## src/rtl/upd1771c_pkg.sv

```systemverilog
// Shared types and defaults for the uPD1771C command sequencer.
package upd1771c_pkg;

  localparam int HOLD_CYC_DEF = 8;
  localparam int GAP_CYC_DEF  = 72;

  typedef enum logic [1:0] {
    ST_IDLE  = 2'd0,
    ST_ALIGN = 2'd1,
    ST_DRIVE = 2'd2,
    ST_GAP   = 2'd3
  } upd1771c_seq_state_t;

  function automatic int cnt_width(input int hold, input int gap);
    return $clog2(((hold > gap) ? hold : gap) + 1);
  endfunction

endpackage

```

## src/rtl/upd1771c_cmd_fifo.sv

```systemverilog
// Byte FIFO feeding the sequencer; clr input exists only when UPD1771C_CMD_SEQ_FLUSH_EN is defined.
module upd1771c_cmd_fifo #(
  parameter int DEPTH = 8
) (
  input  logic                   clk,
  input  logic                   rst,
`ifdef UPD1771C_CMD_SEQ_FLUSH_EN
  input  logic                   clr,
`endif
  input  logic                   wr,
  input  logic                   rd,
  input  logic [7:0]             din,
  output logic [7:0]             dout,
  output logic                   full,
  output logic                   empty,
  output logic [$clog2(DEPTH):0] count
);

  localparam int AW = $clog2(DEPTH);

  logic [7:0]    mem [DEPTH];
  logic [AW-1:0] wr_ptr;
  logic [AW-1:0] rd_ptr;
  logic          wr_ok;
  logic          rd_ok;
  logic          clear;

`ifdef UPD1771C_CMD_SEQ_FLUSH_EN
  assign clear = clr;
`else
  assign clear = 1'b0;
`endif

  assign full  = (count == (AW + 1)'(DEPTH));
  assign empty = (count == '0);
  // full is the pre-edge value, so a write coinciding with a pop on a full FIFO is dropped
  assign wr_ok = wr && !full && !clear;
  assign rd_ok = rd && !empty && !clear;
  assign dout  = mem[rd_ptr];

  always_ff @(posedge clk or posedge rst) begin
    if (rst) begin
      wr_ptr <= '0;
      rd_ptr <= '0;
      count  <= '0;
    end else if (clear) begin
      wr_ptr <= '0;
      rd_ptr <= '0;
      count  <= '0;
    end else begin
      if (wr_ok) wr_ptr <= wr_ptr + 1'b1;
      if (rd_ok) rd_ptr <= rd_ptr + 1'b1;
      count <= count + (AW + 1)'(wr_ok) - (AW + 1)'(rd_ok);
    end
  end

  always_ff @(posedge clk) begin
    if (wr_ok) mem[wr_ptr] <= din;
  end

endmodule

```

## src/rtl/upd1771c_cmd_seq.sv

```systemverilog
// Host-to-uPD1771C command byte sequencer: FIFO, PHI2 alignment, strobed hold and gap.
// Optional FLUSH input enabled by UPD1771C_CMD_SEQ_FLUSH_EN.
module upd1771c_cmd_seq
  import upd1771c_pkg::*;
#(
  parameter int DEPTH    = 8,
  parameter int HOLD_CYC = HOLD_CYC_DEF,
  parameter int GAP_CYC  = GAP_CYC_DEF
) (
  input  logic       CLK,
  input  logic       RES,
  input  logic       CKEN,
  input  logic       PHI2P,
  input  logic       WR_EN,
  input  logic [7:0] WR_DATA,
`ifdef UPD1771C_CMD_SEQ_FLUSH_EN
  input  logic       FLUSH,
`endif
  output logic       FULL,
  output logic       BUSY,
  output logic       OVF,
  output logic [7:0] DOUT,
  output logic       STB
);

  localparam int CW = cnt_width(HOLD_CYC, GAP_CYC);
  localparam logic [CW-1:0] HOLD_LD = CW'(HOLD_CYC);
  localparam logic [CW-1:0] GAP_LD  = CW'(GAP_CYC);

  upd1771c_seq_state_t   state_reg, state_next;
  logic [CW-1:0]         cnt_reg, cnt_next;
  logic [7:0]            data_reg, data_next;
  logic                  ovf_reg;
  logic                  pop;
  logic                  flush;
  logic                  fifo_full;
  logic                  fifo_empty;
  logic [7:0]            fifo_dout;
  logic [$clog2(DEPTH):0] fifo_count;

`ifdef UPD1771C_CMD_SEQ_FLUSH_EN
  assign flush = FLUSH;
`else
  assign flush = 1'b0;
`endif

  upd1771c_cmd_fifo #(.DEPTH(DEPTH)) u_fifo (
    .clk   (CLK),
    .rst   (RES),
`ifdef UPD1771C_CMD_SEQ_FLUSH_EN
    .clr   (flush),
`endif
    .wr    (WR_EN),
    .rd    (pop),
    .din   (WR_DATA),
    .dout  (fifo_dout),
    .full  (fifo_full),
    .empty (fifo_empty),
    .count (fifo_count)
  );

  always_ff @(posedge CLK or posedge RES) begin
    if (RES) begin
      state_reg <= ST_IDLE;
      cnt_reg   <= '0;
      data_reg  <= '0;
      ovf_reg   <= 1'b0;
    end else begin
      state_reg <= state_next;
      cnt_reg   <= cnt_next;
      data_reg  <= data_next;
      if (flush)                 ovf_reg <= 1'b0;
      else if (WR_EN && fifo_full) ovf_reg <= 1'b1;
    end
  end

  always_comb begin
    state_next = state_reg;
    cnt_next   = cnt_reg;
    data_next  = data_reg;
    pop        = 1'b0;
    case (state_reg)
      ST_IDLE: begin
        if (!fifo_empty && !flush) state_next = ST_ALIGN;
      end
      ST_ALIGN: begin
        if (flush) begin
          state_next = ST_IDLE;
        end else if (CKEN && PHI2P) begin
          state_next = ST_DRIVE;
          pop        = 1'b1;
          data_next  = fifo_dout;
          cnt_next   = HOLD_LD;
        end
      end
      ST_DRIVE: begin
        if (CKEN) begin
          if (cnt_reg <= CW'(1)) begin
            state_next = ST_GAP;
            cnt_next   = GAP_LD;
            data_next  = '0;
          end else begin
            cnt_next = cnt_reg - CW'(1);
          end
        end
      end
      ST_GAP: begin
        if (CKEN) begin
          if (cnt_reg <= CW'(1)) begin
            state_next = (fifo_empty || flush) ? ST_IDLE : ST_ALIGN;
            cnt_next   = '0;
          end else begin
            cnt_next = cnt_reg - CW'(1);
          end
        end
      end
      default: state_next = ST_IDLE;
    endcase
  end

  assign STB  = (state_reg == ST_DRIVE);
  assign DOUT = STB ? data_reg : 8'h00;
  assign FULL = fifo_full;
  assign OVF  = ovf_reg;
  assign BUSY = (state_reg != ST_IDLE) || (fifo_count != '0);

endmodule

```

## config.mk

```make
export PLATFORM = sky130hd
export DESIGN_NAME = upd1771c_cmd_seq
export DESIGN_NICKNAME = d
export VERILOG_FILES = /design/src/rtl/upd1771c_pkg.sv /design/src/rtl/upd1771c_cmd_fifo.sv /design/src/rtl/upd1771c_cmd_seq.sv
export SDC_FILE = /design/constraint.sdc
export NUM_CORES = 1
export LEC_CHECK = 0
export ABC_AREA = 1
export BUFFER_PORTS_ARGS = -buffer_cell sky130_fd_sc_hd__buf_2
export CAP_MARGIN = 25
export CORE_MARGIN = 5
export CORE_UTILIZATION = 41
export DETAILED_ROUTE_END_ITERATION = 10
export SYNTH_ARGS = -nofsm -noshare
export SYNTH_HDL_FRONTEND = slang
export SYNTH_HIERARCHICAL = 1
export SYNTH_SLANG_ARGS = --single-unit
```

## constraint.sdc

```tcl
create_clock -name CLK -period 3.4 [get_ports CLK]
set_clock_uncertainty 0.15 [all_clocks]
set_input_delay 0.34 -clock CLK [delete_from_list [all_inputs] [get_ports CLK]]
set_output_delay 0.34 -clock CLK [all_outputs]
set_load 0.05 [all_outputs]
```

---- Word level (Yosys, flattened, before mapping) ----
Memories as Yosys holds them, arrays and structs flattened.
Cells that the tools add are included.
storage, ports and cells
  bits in registers ....................... 28
  bits in latches ......................... 0
  memory bits (writable) .................. 64
  memory bits (read-only) ................. 0
  output and inout port bits .............. 12
  word-level logic and storage cells ...... 63
  memories kept ........................... 1
operators by class
  add/subtract/negate cells ............... 5
  multipliers ............................. 0
  div/mod/pow operators ................... 0
  $lt $le $gt $ge ......................... 1
  equality and inequality tests ........... 10
  shift operators ......................... 0
  multiplexer cells ....................... 23
  bitwise logic cells ..................... 0
  reduce and logical (&&, ||, !) cells .... 16
memory list
  memory      words  bits a word  read ports  clocked after Yosys merged registers in  write ports  line                     RTL
  u_fifo.mem  8      8            1           0                                        1            upd1771c_cmd_fifo.sv:21  logic [7:0] mem [DEPTH];
operators by type and width
  kind                                                             count
  2-to-1 mux 7 bit                                                 5
  2-to-1 mux 8 bit                                                 4
  one-hot mux 7 bit (3 select lines)                               1
  one-hot mux 8 bit (2 select lines)                               1
  2-to-1 mux 2 bit                                                 6
  != test 2 bit (second input constant)                            5
  one-hot mux 2 bit (4 select lines)                               1
  AND reduction 4 bit                                              2
  less-or-equal comparator 7 x 1 -> 1 bit (second input constant)  1
  subtractor 7 x 1 -> 7 bit (second input constant)                1
  adder 3 x 1 -> 3 bit (second input constant)                     2
  AND reduction 6 bit                                              1
  2-to-1 mux 1 bit                                                 5
  adder 4 x 1 -> 4 bit                                             1
  == test 2 bit (second input constant)                            2
  == test 4 bit (second input constant)                            1
  logical AND 1 bit                                                4
  logical NOT 4 bit                                                1
  nonzero test 2 bit                                               2
  nonzero test 4 bit                                               1
  subtractor 4 x 1 -> 4 bit                                        1
  nonzero test 3 bit                                               1
  == test 2 x 1 -> 1 bit (second input constant)                   1
  logical NOT 1 bit                                                2
  other kinds (3)                                                  3

---- Longest topological paths before layout ----
  word-level depth ........................ 5
  depth in mapped cells ................... 12
  mapped depth without buffers ............ 12

---- By module ----
Netlist, hierarchy kept.
by module, submodules not included
  module             times used  cells an instance  area an instance (sq um)  seq. area each (sq um)
  upd1771c_cmd_fifo  1           348                3483.3                    2172.1
  upd1771c_cmd_seq   1           183                1239.9                    450.4

---- Worst setup path before layout ----
Ideal clock, no wire load.
  path type ............................... reg-to-output
  from .................................... reg state_reg[0]
  to ...................................... out DOUT[1]
  data arrival time ....................... 1.904 ns
  data required time ...................... 2.910 ns
  setup slack ............................. 1.006 ns
  stages on the path, launching flop included .. 7
  path buffers ............................ 2
  path through ............................ dfrtp_1 inv_1 ha_1 buf_2 buf_2 nand2_1 inv_1
on the way
  word-level cells in the longest chain between the ends .. 2
RTL lines
  item                    line                     RTL
  from (decl)             upd1771c_cmd_seq.sv:30   upd1771c_seq_state_t state_reg, state_next;
  from (signal assigned)  upd1771c_cmd_seq.sv:69   state_reg <= state_next;
  == test 2 bit           upd1771c_cmd_seq.sv:121  assign STB = (state_reg == ST_DRIVE);
  named net STB           upd1771c_cmd_seq.sv:23   output logic STB
  2-to-1 mux 8 bit        upd1771c_cmd_seq.sv:122  assign DOUT = STB ? data_reg : 8'h00;
  to (decl)               upd1771c_cmd_seq.sv:22   output logic [7:0] DOUT,
The timed path passes the listed nets, and every way through them passes these cells.

---- Final worst setup path ----
  from .................................... reg state_reg[1]
  to ...................................... reg u_fifo.count[2]
on the way
  word-level cells in the longest chain between the ends .. 4
RTL lines
  item                       line                     RTL
  == test 2 x 1 -> 1 bit     upd1771c_cmd_seq.sv:82   case (state_reg)
  2-to-1 mux 1 bit           upd1771c_cmd_seq.sv:82
  named net pop              upd1771c_cmd_seq.sv:34   logic pop;
  logical AND 1 bit          upd1771c_cmd_fifo.sv:38  assign rd_ok = rd && !empty && !clear;
  named net u_fifo.rd_ok     upd1771c_cmd_fifo.sv:25  logic rd_ok;
  subtractor 4 x 1 -> 4 bit  upd1771c_cmd_fifo.sv:53  count <= count + (AW + 1)'(wr_ok) - (AW + 1)'(rd_ok);
  to (signal assigned)       upd1771c_cmd_fifo.sv:53
  to (decl)                  upd1771c_cmd_fifo.sv:16  output logic [$clog2(DEPTH):0] count
The timed path passes the listed nets, and every way through them passes these cells.
A chain may end at the register's enable or synchronous reset.

==> impl_metrics.toml <==
[synthesis]
yosysUniqueCellTypes = 33
synthMuxAreaShare_pct = 0
synth.most_common_cell = "nand2_1"
netlist_area_mm2 = 0.004723
yosysTopAreaCell = "edfxtp_1"
synth.avg_cell_area_um2 = 8.895
synth-simple-area-share_pct = 24.98
yosysSeqAreaShare_pct = 55.52
synthArstFlopShare_pct = 30.43
synth-compound-area-share_pct = 1.695
synth_top_cell_area_share_pct = 40.69
ys_seq_elements = 92
synth_fa_ha_area_share_pct = 4.397
netlist_top_cells_count = "165 x nand2_1, 112 x inv_1, 64 x edfxtp_1"
synth-xor-area-share_pct = 1.298
synth_edf_count = 64
synthesis.nets = 560
ys.flop_type = "edfxtp_1"
ys_top_cells_by_area = "edfxtp_1 41%, dfrtp_1 15%, nand2_1 13%, inv_1 8.9%, nand3_1 5.4%"
yosys_warnings = 6
synthCells = 531
synth_top_family_by_area = "simple AND/OR/NAND/NOR gates"

[setup_path]
critPathLaunchType = "register"
path_buf_inv = 5
cpMaxStageDelayCell = "dfrtp_1"
crit_path_max_fanout = 4
crit_family = "adder cells"
crit_arrival_ns = 2.51
path_common_cell = "inv_1"
path_class = "reg -> reg"
cpPeakStageDelay_ns = 0.42
worstPathCellList = "inv_1, ha_1, inv_1, nor2_1, nand2_1, inv_1, ha_1, inv_1, ha_1, inv_1, fa_1, xnor2_1"
cp.required_ns = 3.48
endpoint_kind = "register"

[run_status]
status = "completed"

[power_and_ir_drop]
p_int_mw = 2.775
p_switching_mw = 1.959
p_per_area_mw_per_mm2 = 890.1
p_seq_share_pct = 35.8
pwr-share-clk_pct = 23.3
p_sw_share_pct = 41.38
power_mw = 4.734
peakVddDrop_v = 0.0003586
pwr-share-comb_pct = 40.9
p_leak_nw = 2.698

[place]
io_buffers = 24
dpl.cell_count = 694
pre_cts_ws_ns = 0.9727
dp_hpwl_um = 6149
place.gp.congestion = 0.8271

[global_routing]
antenna_found_initial = 0
overflow = 0
grt_pass1_wl_um = 15740
grt_pass1_vias = 3352
grt_max_degree = 34
grt.total_usage_pct = 14.26

[cts]
hold_buffers = 1
cts_max_path_buffers = 2
clkLatencyLatePin_ns = 0.35
cts.sink_count = 92
h-tree-depth = 3
cts_root_buf = "clkbuf_16"
cts_tree = "done"
path_clk_slew_ns = 0.07
numCtsBuffers = 9
cts_setup_buffers = 0
ctsResizeCount = 0

[floorplan]
core_area_mm2 = 0.01137
io_pins = 25
initial_core_util_pct = 41.54
placementRows = 39
dieArea_mm2 = 0.01377
die_y_um = 117.3
die_w_um = 117.3

[sta]
hold_viol = 0
setup_ws_ns = 0.9682
min_period_ns = 2.432
max_slew_margin_pct = 47.01
setup_viol = 0
worst_pin_slew_ns = 0.7948
rsz0062_at_grt = "no"
clock.fmax_ghz = 0.4112
fin_tns_setup_ns = 0
min_period_over_period_pct = 71.52
finalMaxSlewViolations = 0

[cells_and_area]
nNetsFinal = 592
fillers = 1095
final_util_pct = 46.78
multiInputGateArea_mm2 = 0.001529
largest_reg_flops = 64
seqCellArea_mm2 = 0.002623
area_growth_pct = 12.61
final_cells = 711
drive_gt1_share_pct = 14.08
diodes = 0

[routing]
dr.pass1.iters = 4
totalWireLength_um = 9231
drc = 0
wl_per_cell_um = 12.98
vias = 3250
vias_per_cell = 4.571
ant_nets = 0
first_iter_violations = 128

[flow_run]
drv_cap = 0

[hold_path]
hold_path_class = "in -> reg"
routing by layer:
layer  up-vias  wire length [um]  global-route usage, %
met4         0               248                  7.324
met2        50              4559                  24.36
li1       1699                 -                      -
met1      1485              4080                  16.93
met3        16               342                  2.839
met5         -                 0                      0
power groups by stage:
stage / Clock [mW] / Combinational [mW] / Sequential, mW
final: 1.10 / 1.94 / 1.69
after global routing: 1.17 / 2.25 / 1.73
after CTS: 1.13 / 1.96 / 1.69
after detailed placement: 0 / 1.95 / 1.72
after global placement: 0 / 1.91 / 1.70
after floorplan: 0 / 1.66 / 1.62
area by class of cell:
| class | instances | area share (%) |
|---|---|---|
| clock buffers | 9 | 4.234 |
| clock inverters | 7 | 2.023 |
| inverters | 116 | 8.327 |
| multi-input cells | 308 | 28.75 |
| flip-flops and latches | 92 | 49.31 |
| well taps | 143 | 3.364 |
| repair buffers | 36 | 3.999 |
metrics by stage:
stage	cell area, um^2	hold WS (ns)
after CTS	5319	0.08491
after global placement	4976	0.1945
final	5319	0.09391
after global routing	5319	0.1118
after detailed placement	4976	0.2046
after floorplan	4723	0.03018
cells by family (layout without fill, tap and decap cells):
kind of cell	count (synthesis)	in the layout
DFF	92	92
AOI/OAI and AO/OA	13	13
and+or+nand+nor	272	272
buffers and inverters	131	168
adders and majority gates	16	16
xor gates and xnor gates	7	7
cells in the final DEF, fill, tap and decap left out, types with 3 or more instances in the layout:
master / netlist / layout
xnor2_1: 3 / 3
xor2_1: 4 / 4
nor3_1: 8 / 8
clkbuf_16: 0 / 9
dfrtp_1: 28 / 28
ha_1: 15 / 15
nor2_1: 20 / 20
o21ai_0: 6 / 6
nand2_1: 165 / 165
nand2_2: 17 / 17
edfxtp_1: 64 / 64
inv_1: 112 / 112
nand3_1: 51 / 51
buf_4: 5 / 11
buf_2: 4 / 24
worst paths after layout:
kind / from / end / slack [ns] / depth (start not counted)
min in group asynchronous: RES / u_fifo/wr_ptr[1] / 0.40 / 3
max: state_reg[1] / u_fifo/count[2] / 0.97 / 12
max reg2reg: state_reg[1] / u_fifo/count[2] / 0.97 / 12
min reg2reg: OVF / OVF / 0.31 / 1
max in group asynchronous: RES / data_reg[6] / 2.11 / 3
min: WR_EN / OVF / 0.09 / 2
Note: power is estimated with default switching activity, not from simulation.
